File: src/rtl/multicycle_ctrl_fsm.sv
// Multi-cycle FETCH/DECODE/EXECUTE/MEMORY/WRITEBACK sequencer for the RV32I core.
// Handles memory ready handshakes, variable EXECUTE latency, bus timeout, stall and trap.
//
// state     | meaning
// ----------+------------------------------------------------------------
// FETCH     | imem request outstanding, latch IR on imem_ready
// DECODE    | latch opcode, classify, load execute counter
// EXECUTE   | count down execute latency, then dispatch on opcode
// MEMORY    | dmem request outstanding (load or store)
// WRITEBACK | one-cycle register-file write, PC update and retire
// TRAP      | illegal/SYSTEM opcode or bus timeout, wait for trap_clear
module multicycle_ctrl_fsm #(
   parameter int EXEC_CYCLES = 1,
   parameter int MUL_CYCLES  = 4,
   parameter int MEM_TIMEOUT = 16,
   parameter int CNT_W       = 32
) (
   input  logic             clk,
   input  logic             rst_n,
   input  logic [6:0]       opcode_i,
   input  logic             is_mul_i,
   output logic             imem_req_o,
   input  logic             imem_ready_i,
   output logic             dmem_req_o,
   output logic             dmem_we_o,
   input  logic             dmem_ready_i,
   input  logic             stall_i,
   input  logic             trap_clear_i,
   output logic             ir_we_o,
   output logic             pc_we_o,
   output logic             rf_we_o,
   output logic             retire_o,
   output logic             trap_o,
   output logic [1:0]       trap_cause_o,
   output logic [2:0]       current_state_o,
   output logic [CNT_W-1:0] instret_o
);

   typedef enum logic [2:0] {
      FETCH     = 3'd0,
      DECODE    = 3'd1,
      EXECUTE   = 3'd2,
      MEMORY    = 3'd3,
      WRITEBACK = 3'd4,
      TRAP      = 3'd5
   } state_t;

   localparam logic [6:0] OP_LOAD   = 7'b0000011;
   localparam logic [6:0] OP_STORE  = 7'b0100011;
   localparam logic [6:0] OP_BRANCH = 7'b1100011;
   localparam logic [6:0] OP_OP     = 7'b0110011;
   localparam logic [6:0] OP_OPIMM  = 7'b0010011;
   localparam logic [6:0] OP_JAL    = 7'b1101111;
   localparam logic [6:0] OP_JALR   = 7'b1100111;
   localparam logic [6:0] OP_LUI    = 7'b0110111;
   localparam logic [6:0] OP_AUIPC  = 7'b0010111;
   localparam logic [6:0] OP_FENCE  = 7'b0001111;
   localparam logic [6:0] OP_SYSTEM = 7'b1110011;

   // Counters only need to hold "cycles - 1", so clog2 of the cycle count suffices.
   localparam int MAXC = (MUL_CYCLES > EXEC_CYCLES) ? MUL_CYCLES : EXEC_CYCLES;
   localparam int EXW  = (MAXC > 1) ? $clog2(MAXC) : 1;
   localparam int WTW  = (MEM_TIMEOUT > 1) ? $clog2(MEM_TIMEOUT) : 1;

   localparam logic [EXW-1:0] EXEC_LOAD = EXW'(EXEC_CYCLES - 1);
   localparam logic [EXW-1:0] MUL_LOAD  = EXW'(MUL_CYCLES - 1);
   localparam logic [WTW-1:0] WAIT_LAST = WTW'((MEM_TIMEOUT > 0) ? MEM_TIMEOUT - 1 : 0);

   state_t           state_q, state_d;
   logic [EXW-1:0]   exec_q, exec_d;
   logic [WTW-1:0]   wait_q, wait_d;
   logic [6:0]       op_q, op_d;
   logic [1:0]       cause_q, cause_d;
   logic [CNT_W-1:0] instret_q;
   logic             timeout_hit;

   assign timeout_hit = (MEM_TIMEOUT != 0) && (wait_q == WAIT_LAST);

   always_ff @(posedge clk or negedge rst_n) begin
      if (!rst_n) begin
         state_q   <= FETCH;
         exec_q    <= '0;
         wait_q    <= '0;
         op_q      <= '0;
         cause_q   <= '0;
         instret_q <= '0;
      end else begin
         state_q <= state_d;
         exec_q  <= exec_d;
         wait_q  <= wait_d;
         op_q    <= op_d;
         cause_q <= cause_d;
         if (retire_o) instret_q <= instret_q + CNT_W'(1);
      end
   end

   always_comb begin
      state_d    = state_q;
      exec_d     = exec_q;
      wait_d     = '0;
      op_d       = op_q;
      cause_d    = cause_q;
      imem_req_o = 1'b0;
      dmem_req_o = 1'b0;
      dmem_we_o  = 1'b0;
      ir_we_o    = 1'b0;
      pc_we_o    = 1'b0;
      rf_we_o    = 1'b0;
      retire_o   = 1'b0;
      trap_o     = 1'b0;

      case (state_q)
         FETCH: begin
            imem_req_o = 1'b1;
            if (stall_i) begin
               wait_d = wait_q;
            end else if (imem_ready_i) begin
               ir_we_o = 1'b1;
               state_d = DECODE;
            end else if (timeout_hit) begin
               state_d = TRAP;
               cause_d = 2'd2;
            end else begin
               wait_d = wait_q + WTW'(1);
            end
         end
         DECODE: begin
            if (!stall_i) begin
               op_d = opcode_i;
               case (opcode_i)
                  OP_LOAD, OP_STORE, OP_BRANCH, OP_OP, OP_OPIMM,
                  OP_JAL, OP_JALR, OP_LUI, OP_AUIPC, OP_FENCE: begin
                     state_d = EXECUTE;
                     exec_d  = is_mul_i ? MUL_LOAD : EXEC_LOAD;
                  end
                  OP_SYSTEM: begin
                     state_d = TRAP;
                     cause_d = 2'd1;
                  end
                  default: begin
                     state_d = TRAP;
                     cause_d = 2'd0;
                  end
               endcase
            end
         end
         EXECUTE: begin
            if (!stall_i) begin
               if (exec_q != '0) begin
                  exec_d = exec_q - EXW'(1);
               end else begin
                  case (op_q)
                     OP_BRANCH, OP_FENCE: begin
                        pc_we_o  = 1'b1;
                        retire_o = 1'b1;
                        state_d  = FETCH;
                     end
                     OP_LOAD, OP_STORE: state_d = MEMORY;
                     default:           state_d = WRITEBACK;
                  endcase
               end
            end
         end
         MEMORY: begin
            dmem_req_o = 1'b1;
            dmem_we_o  = (op_q == OP_STORE);
            if (stall_i) begin
               wait_d = wait_q;
            end else if (dmem_ready_i) begin
               if (op_q == OP_STORE) begin
                  pc_we_o  = 1'b1;
                  retire_o = 1'b1;
                  state_d  = FETCH;
               end else begin
                  state_d = WRITEBACK;
               end
            end else if (timeout_hit) begin
               state_d = TRAP;
               cause_d = 2'd2;
            end else begin
               wait_d = wait_q + WTW'(1);
            end
         end
         WRITEBACK: begin
            if (!stall_i) begin
               rf_we_o  = 1'b1;
               pc_we_o  = 1'b1;
               retire_o = 1'b1;
               state_d  = FETCH;
            end
         end
         TRAP: begin
            trap_o = 1'b1;
            // Clear is honoured even under stall so a frozen core can always be recovered.
            if (trap_clear_i) begin
               state_d = FETCH;
               cause_d = 2'd0;
            end
         end
         default: state_d = FETCH;
      endcase
   end

   assign trap_cause_o    = cause_q;
   assign current_state_o = state_q;
   assign instret_o       = instret_q;

endmodule

File: config.mk
export PLATFORM = sky130hd
export DESIGN_NAME = multicycle_ctrl_fsm
export DESIGN_NICKNAME = d
export VERILOG_FILES = /design/src/rtl/multicycle_ctrl_fsm.sv
export SDC_FILE = /design/constraint.sdc
export NUM_CORES = 1
export LEC_CHECK = 0
export CAP_MARGIN = 15
export CORE_MARGIN = 2
export CORE_UTILIZATION = 36
export DETAILED_ROUTE_END_ITERATION = 8
export PLACE_DENSITY = 0.69
export SETUP_SLACK_MARGIN = 0.1
export SKIP_CTS_REPAIR_TIMING = 1
export SLEW_MARGIN = 20
export SYNTH_ARGS = -nofsm -noshare
export SYNTH_HDL_FRONTEND = slang
export SYNTH_SLANG_ARGS = --single-unit
File: constraint.sdc
create_clock -name clk -period 2.67 [get_ports clk]
set_input_delay 0.6675 -clock clk [delete_from_list [all_inputs] [get_ports clk]]
set_output_delay 0.6675 -clock clk [all_outputs]
set_load 0.03 [all_outputs]
==> results.md <==
- Final setup fails: 0
- M3 GR Usage: slightly below 4%
- Ys flop type: dfrtp_1
- CTS HTree Levels: 2
- Placed insts: 454
- Area of the core: 7770 um2
- Unrepaired setup endpoints after global routing: true
- Final Total Pwr: 2.52 mW
- Clock buffer depth: 2
- CTS root buf: clkbuf_8
- Hold Path Class: input port to async pin
- Top cells by area, synth: dfrtp_1 (43%), xor2_1 (7.0%), mux2_2 (3.1%)
- # diodes: 0
- CTS sink cnt: 50
- Vias in the first global route: 2375
- CTS tree: built
- Commonest non-fill, non-tap cell in the layout: clkdlybuf4s50_1
- Crit Path Max Fanout: 5
- Die area: around 8800 um2
- Crit path kind: flip-flop to output pin
- RR Startpoint: op_q[2]
- Busiest layer in global routing: met2
- Rows: 32
- Initial Utilization: a little under two fifths
- Fin crit period: between 2 and 3 ns
- Critical path endpoint category: output pin
- Seq cells post-synth: 50
- Global router's overall resource usage: 16.6%
- Pre-CTS WS: -0.0818 ns
- Crit-path slowest cell: or4b_4
- Initial antenna violation count: 0
- Req. time, crit path: approximately 2 ns
- Post-Syn Nets: between 300 and 400
- Routed vias: between 2000 and 2500
- Worst slew pin tran: about 0.55 ns
- Mapped Area: between 2000 and 3000 um2
- Cell taking the most area after synthesis: dfrtp_1
- Remaining DRCs: 0
- Clock Skews: just over 0.009 ns
- Largest net degree at the start of global routing: 29
- VDD IR max: slightly above 0.4 mV
- Reg2Reg Capture Point: instret_o[9]
- Critical path, cell by cell: or4b_4, nor4_4, nor3b_4, inv_2, buf_4
- Post-synthesis sequential area ratio: a little over two fifths
- Final period util: between 90% and 100%
- Non-filler instance count after layout: approximately 460
- Fin Hold WS: ~0.33 ns
- Fin. Hold Viols: 0
- Post-layout net count: roughly 380
- Most frequent cells in the layout: clkdlybuf4s50_1 (49), dfrtp_1 (48), buf_4 (27)
- Pins Over Slew Limit: 0
- Worst Path Arrival: 1.92 ns
- R2r setup slk: between 0.3 and 0.4 ns
- Yosys warning count: 0
- Num ports: 59
- First drt pass iteration count: 4
- Met1 usage: 22.6%
- Layout Utilization: between 40% and 50%
- Total gr overflow: 0
- Avg WL per Cell: ~15 um
- Power per cell area: roughly 650 nW/um2
- Ys async rst share: 100%
- First-pass GRT wire length: approximately 12 mm
- Status: complete, no violations
- Die Height: approximately 94 um
- Die X: ~94 um
- Worst slew margin: a little under two thirds
- Layout cell share with drive strength beyond 1: slightly below 20%
- Lkg Pwr: 1.75 nW
- CP peak stage delay: approximately 0.56 ns
- M2 GR Usage: a little over a quarter
- Port buffer count: 58
- Syn Inst Count: between 200 and 300
- Fmax: 387 MHz
- Worst-Skew Late Latency: between 0.3 and 0.4 ns
- Worst setup slack after layout: 0.0832 ns
- Netlist cell types: 59
- RD Place Congestion: 0.857
- Routed vias/inst: approximately 5.3
- Initial DRC Count: ~130
- Number of synthesized flops with an enable pin: 0
- Routed WL: between 6 and 7 mm
- CTS buffer count: 5
- Max_cap viols: 0
- Reg2reg path depth: 7
- Area share of the largest cell type after synthesis: approximately 43%
- Dpl hpwl: 5.19 mm
- Synthesized area per cell: 10.2 um2
- Area grow syn2layout: 33.1%
- CP startpoint kind: flip-flop
- CTS clk-pin slew, worst paths: 0.09 ns
- Post-route ant nets: 0
[power breakdown]
group	total (mW)	leakage [nW]	switching, mW	internal (mW)
combinational	1.05	1.05	0.571	0.481
sequential	1.03	0.658	0.142	0.887
clock	0.441	0.0444	0.260	0.182
[state kept, by name (all words and copies together) (netlist names)]
register	count
current_state_o	3
exec_q	2
instret_o	32
op_q	7
trap_cause_o	2
wait_q	4
[layer usage]
layer  up-vias  share of wire [%]
li1       1185                  -
met1      1209                 47
met2        49                 48
met3         6                4.1
met4         0               0.90
met5         -                  0
[cell type report]
cell class | instances | area (um2)
Clock inverter | 2 | 13.8
Clock buffer | 5 | 68.8
Multi-Input combinational cell | 211 | 1570
Fill cell | 730 | 3910
Timing Repair Buffer | 83 | 779
Inverter | 11 | 41.3
Tap cell | 102 | 128
Sequential cell | 50 | 1250
[cell families (layout without fill, tap and decap cells)]
kind of cell / Yosys count / count (layout) / share of synthesized area [%]
buf+inv: 23 / 101 / 3.67
flops: 50 / 50 / 43.2
simple gates: 128 / 128 / 30.0
xor+xnor: 32 / 32 / 9.68
fa+ha+maj: 3 / 3 / 1.30
compound gates: 40 / 40 / 9.03
mux: 8 / 8 / 3.11
[Yosys cell counts (4+ instances only)]
library cell and number:
clkbuf_1 6, nand2_1 24, nand4_1 8, nor4_2 6, and3b_1 4, o21ai_0 11, nand3_1 11, inv_1 10
dfrtp_1 50, nor2_1 13, nor3_1 12, xor2_1 23, a21oi_1 8, mux2_2 8, nor2b_1 7, xnor2_1 9
nor4_1 5, nand2b_1 4, nor3b_1 4
[per-stage QoR]
stage | TNS [ns] | instance area, um2
after floorplan | 0 | 2910
after global placement | -0.128 | 3720
after detailed placement | -0.243 | 3720
after CTS | -0.390 | 3800
after global routing | -0.00681 | 3850
final | 0 | 3850
[worst max-delay path by stage]
stage	start	to	slack, ns	cells after the start
global placement	stall_i	pc_we_o	-0.07	6
CTS	op_q[4]	dmem_we_o	-0.20	4
detailed placement	stall_i	pc_we_o	-0.08	6
finish	op_q[2]	pc_we_o	0.08	5
floorplan	stall_i	retire_o	0.04	5
global route	op_q[6]	pc_we_o	-0.007	5
[critical path, delay by kind of cell (launching register included)]
kind | cells | cell delay (ns)
DFF | 1 | 0.44
buffers and inverters | 2 | 0.25
and+or+nand+nor | 3 | 0.93
No activity file was read; power rests on OpenSTA's default activity.
